### config.mk
export PLATFORM = sky130hd
export DESIGN_NAME = operand_fetch
export DESIGN_NICKNAME = d
export VERILOG_FILES = /design/src/rtl/operand_fetch.sv
export SDC_FILE = /design/constraint.sdc
export NUM_CORES = 2
export LEC_CHECK = 0
export BUFFER_PORTS_ARGS = -buffer_cell sky130_fd_sc_hd__buf_2
export CAP_MARGIN = 20
export CORE_MARGIN = 2
export CORE_UTILIZATION = 60
export DETAILED_ROUTE_END_ITERATION = 16
export PLACE_DENSITY = 0.77
export SYNTH_ARGS = -nofsm -noshare
export SYNTH_HDL_FRONTEND = slang
export SYNTH_SLANG_ARGS = --single-unit
### constraint.sdc
create_clock -name clk -period 11 [get_ports clk]
set_clock_uncertainty 0.1 [all_clocks]
set_input_delay 2.2 -clock clk [delete_from_list [all_inputs] [get_ports clk]]
set_output_delay 2.2 -clock clk [all_outputs]
set_load 0.02 [all_outputs]
### src/rtl/operand_fetch.sv
// Register file with write-first bypass and a registered operand pair feeding the ALU.
// Register 0 is hard-wired to zero; the operand stage freezes on stall.
module operand_fetch #(
    parameter int unsigned WORD = 32,
    parameter int unsigned ADDR = 5
) (
    input  logic            clk,
    input  logic            rst,
    input  logic            issue,
    input  logic [ADDR-1:0] rdAddrA,
    input  logic [ADDR-1:0] rdAddrB,
    input  logic [2:0]      funcIn,
    input  logic            stall,
    input  logic            wrEn,
    input  logic [ADDR-1:0] wrAddr,
    input  logic [WORD-1:0] wrData,
    output logic [WORD-1:0] opA,
    output logic [WORD-1:0] opB,
    output logic [2:0]      funcOut,
    output logic            opValid
);

    localparam int unsigned DEPTH = 2 ** ADDR;

    logic [WORD-1:0] regs [DEPTH];
    logic [WORD-1:0] val_a;
    logic [WORD-1:0] val_b;
    logic            wr_ok;

    assign wr_ok = wrEn && (wrAddr != '0);

    // Read value with register-0 forcing and same-cycle writeback bypass
    function automatic logic [WORD-1:0] rd_value(input logic [ADDR-1:0] addr);
        logic [WORD-1:0] v;
        v = '0;
        if (addr != '0) begin
            if (wrEn && (wrAddr == addr)) begin
                v = wrData;
            end else begin
                v = regs[addr];
            end
        end
        return v;
    endfunction

    always_comb begin
        val_a = rd_value(rdAddrA);
        val_b = rd_value(rdAddrB);
    end

    // Register file storage; writes are independent of stall
    always_ff @(posedge clk) begin
        if (rst) begin
            for (int unsigned i = 0; i < DEPTH; i++) begin
                regs[i] <= '0;
            end
        end else if (wr_ok) begin
            regs[wrAddr] <= wrData;
        end
    end

    // Operand stage: capture on issue, bubble on idle, hold on stall
    always_ff @(posedge clk) begin
        if (rst) begin
            opA     <= '0;
            opB     <= '0;
            funcOut <= '0;
            opValid <= 1'b0;
        end else if (!stall) begin
            if (issue) begin
                opA     <= val_a;
                opB     <= val_b;
                funcOut <= funcIn;
                opValid <= 1'b1;
            end else begin
                opValid <= 1'b0;
            end
        end
    end

endmodule

Yosys cells after proc, flatten, opt, wreduce, memory -nomap -nowiden
Memory sizes are Yosys's and may differ from the RTL's.
Index checks and enable logic that the tools add are counted.
{"block": "totals", "output_inout_bits": 68, "input_bits": 55, "ram_bits": 1024, "ff_bits": 68, "elab_cells": 29, "mem_count": 1}
{"name": "regs", "depth": 32, "width": 32, "read_ports": 2, "rd_clocked_by_memory_dff": 0, "write_ports": 32, "line_no": "25", "source": "logic [WORD-1:0] regs [DEPTH];"}
{"block": "op_classes", "reduce_logical": 8, "muxes": 13, "n_bitwise": 1, "n_eq_ne": 2}
{"cell": "2-to-1 mux 32 bit", "count": 5}
{"cell": "OR reduction 32 bit", "count": 1}
{"cell": "nonzero test 5 bit", "count": 3}
{"cell": "equality test 5 bit", "count": 2}
{"cell": "2-to-1 mux 1 bit", "count": 7}
{"cell": "2-to-1 mux 5 bit", "count": 1}
{"cell": "logical AND 1 bit", "count": 3}
{"cell": "AND reduction 2 bit", "count": 1}
{"cell": "inverter 1 bit", "count": 1}

Longest topological paths before layout
{"block": "logic_depth", "word_depth": 7, "ltp_mapped": 9, "mapped_depth_nobuf": 5}

Worst setup path before layout
No wires, ideal clock.
{"block": "synth_path", "path_kind": "input to register", "from": "input wrAddr[2]", "to": "memory regs[10][0] (enable)", "setup_time_ps": 428, "arrival_ps": 4908, "slack_ps": 5564, "stages": 6, "required_time_ps": 10472, "path_cell_list": "buf_2 or3b_2 clkbuf_1 clkbuf_1 clkbuf_1 o21bai_1"}
{"item": "start, declared", "line_no": "15", "source": "input logic [ADDR-1:0] wrAddr,"}
{"item": "end, declared", "line_no": "25"}

Worst setup path in the final report
{"block": "layout_path", "from": "input rdAddrA[1]", "to": "register opA[22]"}
{"block": "layout_between", "elab_chain_cells": 4, "word_cells_on_any_way": 6, "classes_between": "eq/ne (1); mux (2); reduce/logical (2); memory (1)"}
{"item": "start, declared", "line_no": "10", "source": "input logic [ADDR-1:0] rdAddrA,"}
{"item": "branches (longest 3 deep; another with memory (32 x 32 bit))"}
{"item": "2-to-1 mux 32 bit *", "line_no": "36", "source": "if (addr != '0) begin"}
{"item": "end signal, assigned", "line_no": "71", "source": "opA <= val_a;"}
{"item": "end, declared", "line_no": "17", "source": "output logic [WORD-1:0] opA,"}
Every way passes the cells marked *.
A chain may end at the register's enable or synchronous reset.

==> flow_metrics.env <==
export IMPL_hp_start="funcOut[0]$_SDFFE_PP0P_"
export IMPL_ys_top_cells_by_count="1025 x nor3_1, 1024 x edfxtp_1, 413 x clkbuf_1"
export IMPL_worst_ir_drop_vdd_uv=129
export IMPL_placedInstanceArea_um2=58500
export IMPL_drive_gt1_frac=0.240
export IMPL_count_of_mapped_cells_out_of_synthesis=4182
export IMPL_whs_path_depth=2
export IMPL_sequential_to_total_area_share_from_yosys_stat=0.563
export IMPL_cellLeakagePower_nw=19.7
export IMPL_worst_path_largest_cell_delay_ns=1.12
export IMPL_grt_busiest_layer="met2"
export IMPL_finalSetupTns_ns=0
export IMPL_critPathMaxFanout=34
export IMPL_grt_start_max_net_pins=183
export IMPL_grt_antenna_before_repair=7
export IMPL_antenna_violating_nets_post_route=0
export IMPL_ys_async_sr_fraction=0
export IMPL_min_path_type="reg2reg"
export IMPL_synth_distinct_cells=50
export IMPL_final_design_area_no_fill_um2=62600
export IMPL_via_count_of_the_first_global_routing_pass=41100
export IMPL_drv_slew=0
export IMPL_regToRegSetupSlack_ns=8.61
export IMPL_end_of_the_worst_register_to_register_path="opA[1]$_SDFFE_PP0P_"
export IMPL_post_synth_top_count_cell="nor3_1"
export IMPL_ys_flop_type="edfxtp_1"
export IMPL_groute_layer_met1_usage=0.536
export IMPL_fmax_ghz=0.178
export IMPL_clkSlewWorstSetupHoldPaths_ns=0.06
export IMPL_syn2layout_area_growth_pct=9.73
export IMPL_wl_um=193000
export IMPL_synth_enable_flop_cells=1024
export IMPL_post_route_min_period_ns=5.63
export IMPL_post_route_period_util=0.512
export IMPL_ff2ff_path_depth=5
export IMPL_cts_inserted_buffers=110
export IMPL_pin_count=123
export IMPL_setup_viol_count_final=0
export IMPL_finalWeightedCongestion=0.919
export IMPL_startpoint_type="primary input"
export IMPL_rsz_0062_raised_after_global_routing="no"
export IMPL_final_net_count=4069
export IMPL_start_util=0.603
export IMPL_post_drt_wl_per_cell_um=35.9
export IMPL_timing_critical_path_required_ns=11.49
export IMPL_setup_slack_ns=5.37
export IMPL_via_per_inst=7.90
export IMPL_global_route_wire_length_before_repair_um=278000
export IMPL_detailroute_via_count=42500
export IMPL_post_synth_instance_area_um2=57000
export IMPL_placement_rows=113
export IMPL_filler_cell_count=6473
export IMPL_cts_root_to_sink_buffers=3
export IMPL_synth_ff_latch_count=1092
export IMPL_port_buffers=122
export IMPL_count_of_max_cap_constraint_violations=0
export IMPL_global_route_overflow_total=0
export IMPL_max_slew_margin=0.110
export IMPL_synth_largest_area_cell="edfxtp_1"
export IMPL_cts_max_level=3
export IMPL_synth_yosys_warnings=0
export IMPL_cts_sinks=1092
export IMPL_place_worst_setup_slack_ns=5.11
export IMPL_postSynthAreaPerCell_um2=13.6
export IMPL_synth_top_cell_area_share=0.539
export IMPL_cts_repair_resizes=0
export IMPL_worst_setup_path_class="in2reg"
export IMPL_critical_path_arrival_ns=6.12
export IMPL_die_height_um=312
export IMPL_detailedRoute_firstPassIterationCount=8
export IMPL_critical_path_n_buffers_inverters=3
export IMPL_first_drt_iteration_drcs=7755
export IMPL_drt_drc_violations_left=0
export IMPL_tightest_slew_ns=1.33
export IMPL_postcts_setup_bufs=0
export IMPL_clock_tree_from_tritoncts="yes"
export IMPL_critical_path_top_delay_family="buffers and inverters"
export IMPL_min_delay_worst_endpoint="funcOut[0]$_SDFFE_PP0P_"
export IMPL_groute_usage_overall=0.390
export IMPL_clock_tree_root_buffer_cell="clkbuf_16"
export IMPL_run_status="finished, final reports clean"
export IMPL_count_of_endpoints_failing_hold_in_the_final_timing_report=0
export IMPL_path_cells="buf_2 > buf_4 > xnor2_1 > and2_2 > buf_4 > and2_2 > o41ai_1 > o2bb2ai_1"
export IMPL_yosys_top_cells_area="edfxtp_1 54%, mux4_2 15%, nor3_1 9.0%, mux2i_1 4.0%, clkbuf_1 2.7%"
export IMPL_cp_num_cells=8
export IMPL_coreArea_um2=94600
export IMPL_power_density_nw_per_um2=159
export IMPL_groute_layer_met2_usage=0.564
export IMPL_use_met3=0.127
export IMPL_floorplan_die_width_um=312
export IMPL_timing_critical_path_slowest_stage_cell="and2_2"
export IMPL_post_cts_hold_buffer_count=0
export IMPL_reg_to_reg_start="regs[1][1]$_SDFFCE_PN0P_"
export IMPL_endpoint_kind="register"
export IMPL_worst_skew_pair_late_latency_ns=0.70
export IMPL_hpwl_um=107000
export IMPL_die_area_um2=97500
worst reg2reg max path, stage by stage (launching register included):
cell and delay (ns):
edfxtp_1 0.41, mux4_2 0.46, nor2b_1 0.14, a2111oi_0 0.95, nor2_1 0.08, o2bb2ai_1 0.16
routing by layer:
metal  wire length, um  vias to the layer above
met1             64800                    20900
li1                  -                    16500
met2             84300                     4281
met3             32500                      753
met4             11100                        6
met5                34                        -
layout make-up:
type	instances	area [um^2]	share of cell area
diodes	1	2.50	0.0000400
clock buffers	142	2960	0.0474
clock inverters	64	523	0.00836
inverters	33	124	0.00198
multi-input cells	2528	23000	0.368
flip-flops and latches	1092	32100	0.513
well taps	1265	1580	0.0253
repair buffers	249	2220	0.0354
worst max path at each step:
stage | slack, ns | startpoint | to
2_1_floorplan | 5.56 | wrAddr[2] | regs[10][0]$_SDFFCE_PN0P_
6_report | 5.37 | rdAddrA[1] | opA[22]$_SDFFE_PP0P_
3_5_place_dp | 5.11 | rdAddrA[1] | opA[30]$_SDFFE_PP0P_
3_3_place_gp | 5.10 | rdAddrA[2] | opA[19]$_SDFFE_PP0P_
5_1_grt | 5.54 | rdAddrA[2] | opA[16]$_SDFFE_PP0P_
4_1_cts | 5.76 | rdAddrA[1] | opA[22]$_SDFFE_PP0P_
sequential cells by signal (all words and copies together) (netlist names):
signal	count
funcOut	3
opValid	1
opA	32
opB	32
regs	1024
kinds of logic after synthesis:
group,Yosys count,synth area share
other cells,1,0.0000658
flops,1092,0.563
compound gates,457,0.0595
mux,772,0.223
buf+inv,593,0.0438
simple gates,1257,0.109
xor+xnor,10,0.00154
where the power goes:
part	internal (mW)	switching (mW)
Clock	2.06	1.66
Combinational	0.496	0.789
Sequential	4.78	0.154
Total	7.33	2.60
placed cells by master, fill, tap and decap left out, types with 12 or more instances in the layout:
cell / netlist / final
clkinv_1: 0 / 19
o21bai_4: 0 / 31
o2111ai_1: 32 / 32
nand3_1: 36 / 33
nand2_1: 106 / 104
a2111oi_0: 30 / 30
nor3_1: 1025 / 1025
o22ai_1: 162 / 162
conb_1: 1 / 32
inv_1: 33 / 33
mux2i_1: 230 / 230
dfxtp_1: 68 / 68
clkinv_2: 0 / 26
o22a_1: 31 / 31
mux2_1: 25 / 25
buf_12: 0 / 12
mux4_2: 381 / 381
buf_2: 92 / 115
a22o_1: 30 / 30
buf_16: 0 / 22
clkbuf_1: 413 / 24
o21ai_0: 31 / 31
nor2_1: 32 / 31
o2bb2ai_1: 30 / 30
mux2_2: 136 / 136
o211ai_1: 33 / 33
clkbuf_16: 0 / 111
edfxtp_1: 1024 / 1024
nor2b_1: 32 / 31
o41ai_1: 31 / 31
buf_4: 14 / 93
through the flow:
step	util	hold slack [ns]	std cells	power [mW]
floorplan	-	0.433	4213	5.76
global placement	0.617	0.341	5140	6.17
detailed placement	0.619	0.352	5147	6.21
CTS	0.656	0.362	5353	9.82
global route	0.661	0.389	5373	10.1
finish	0.661	0.359	5374	9.93
Power figures use the tool's default switching activity.
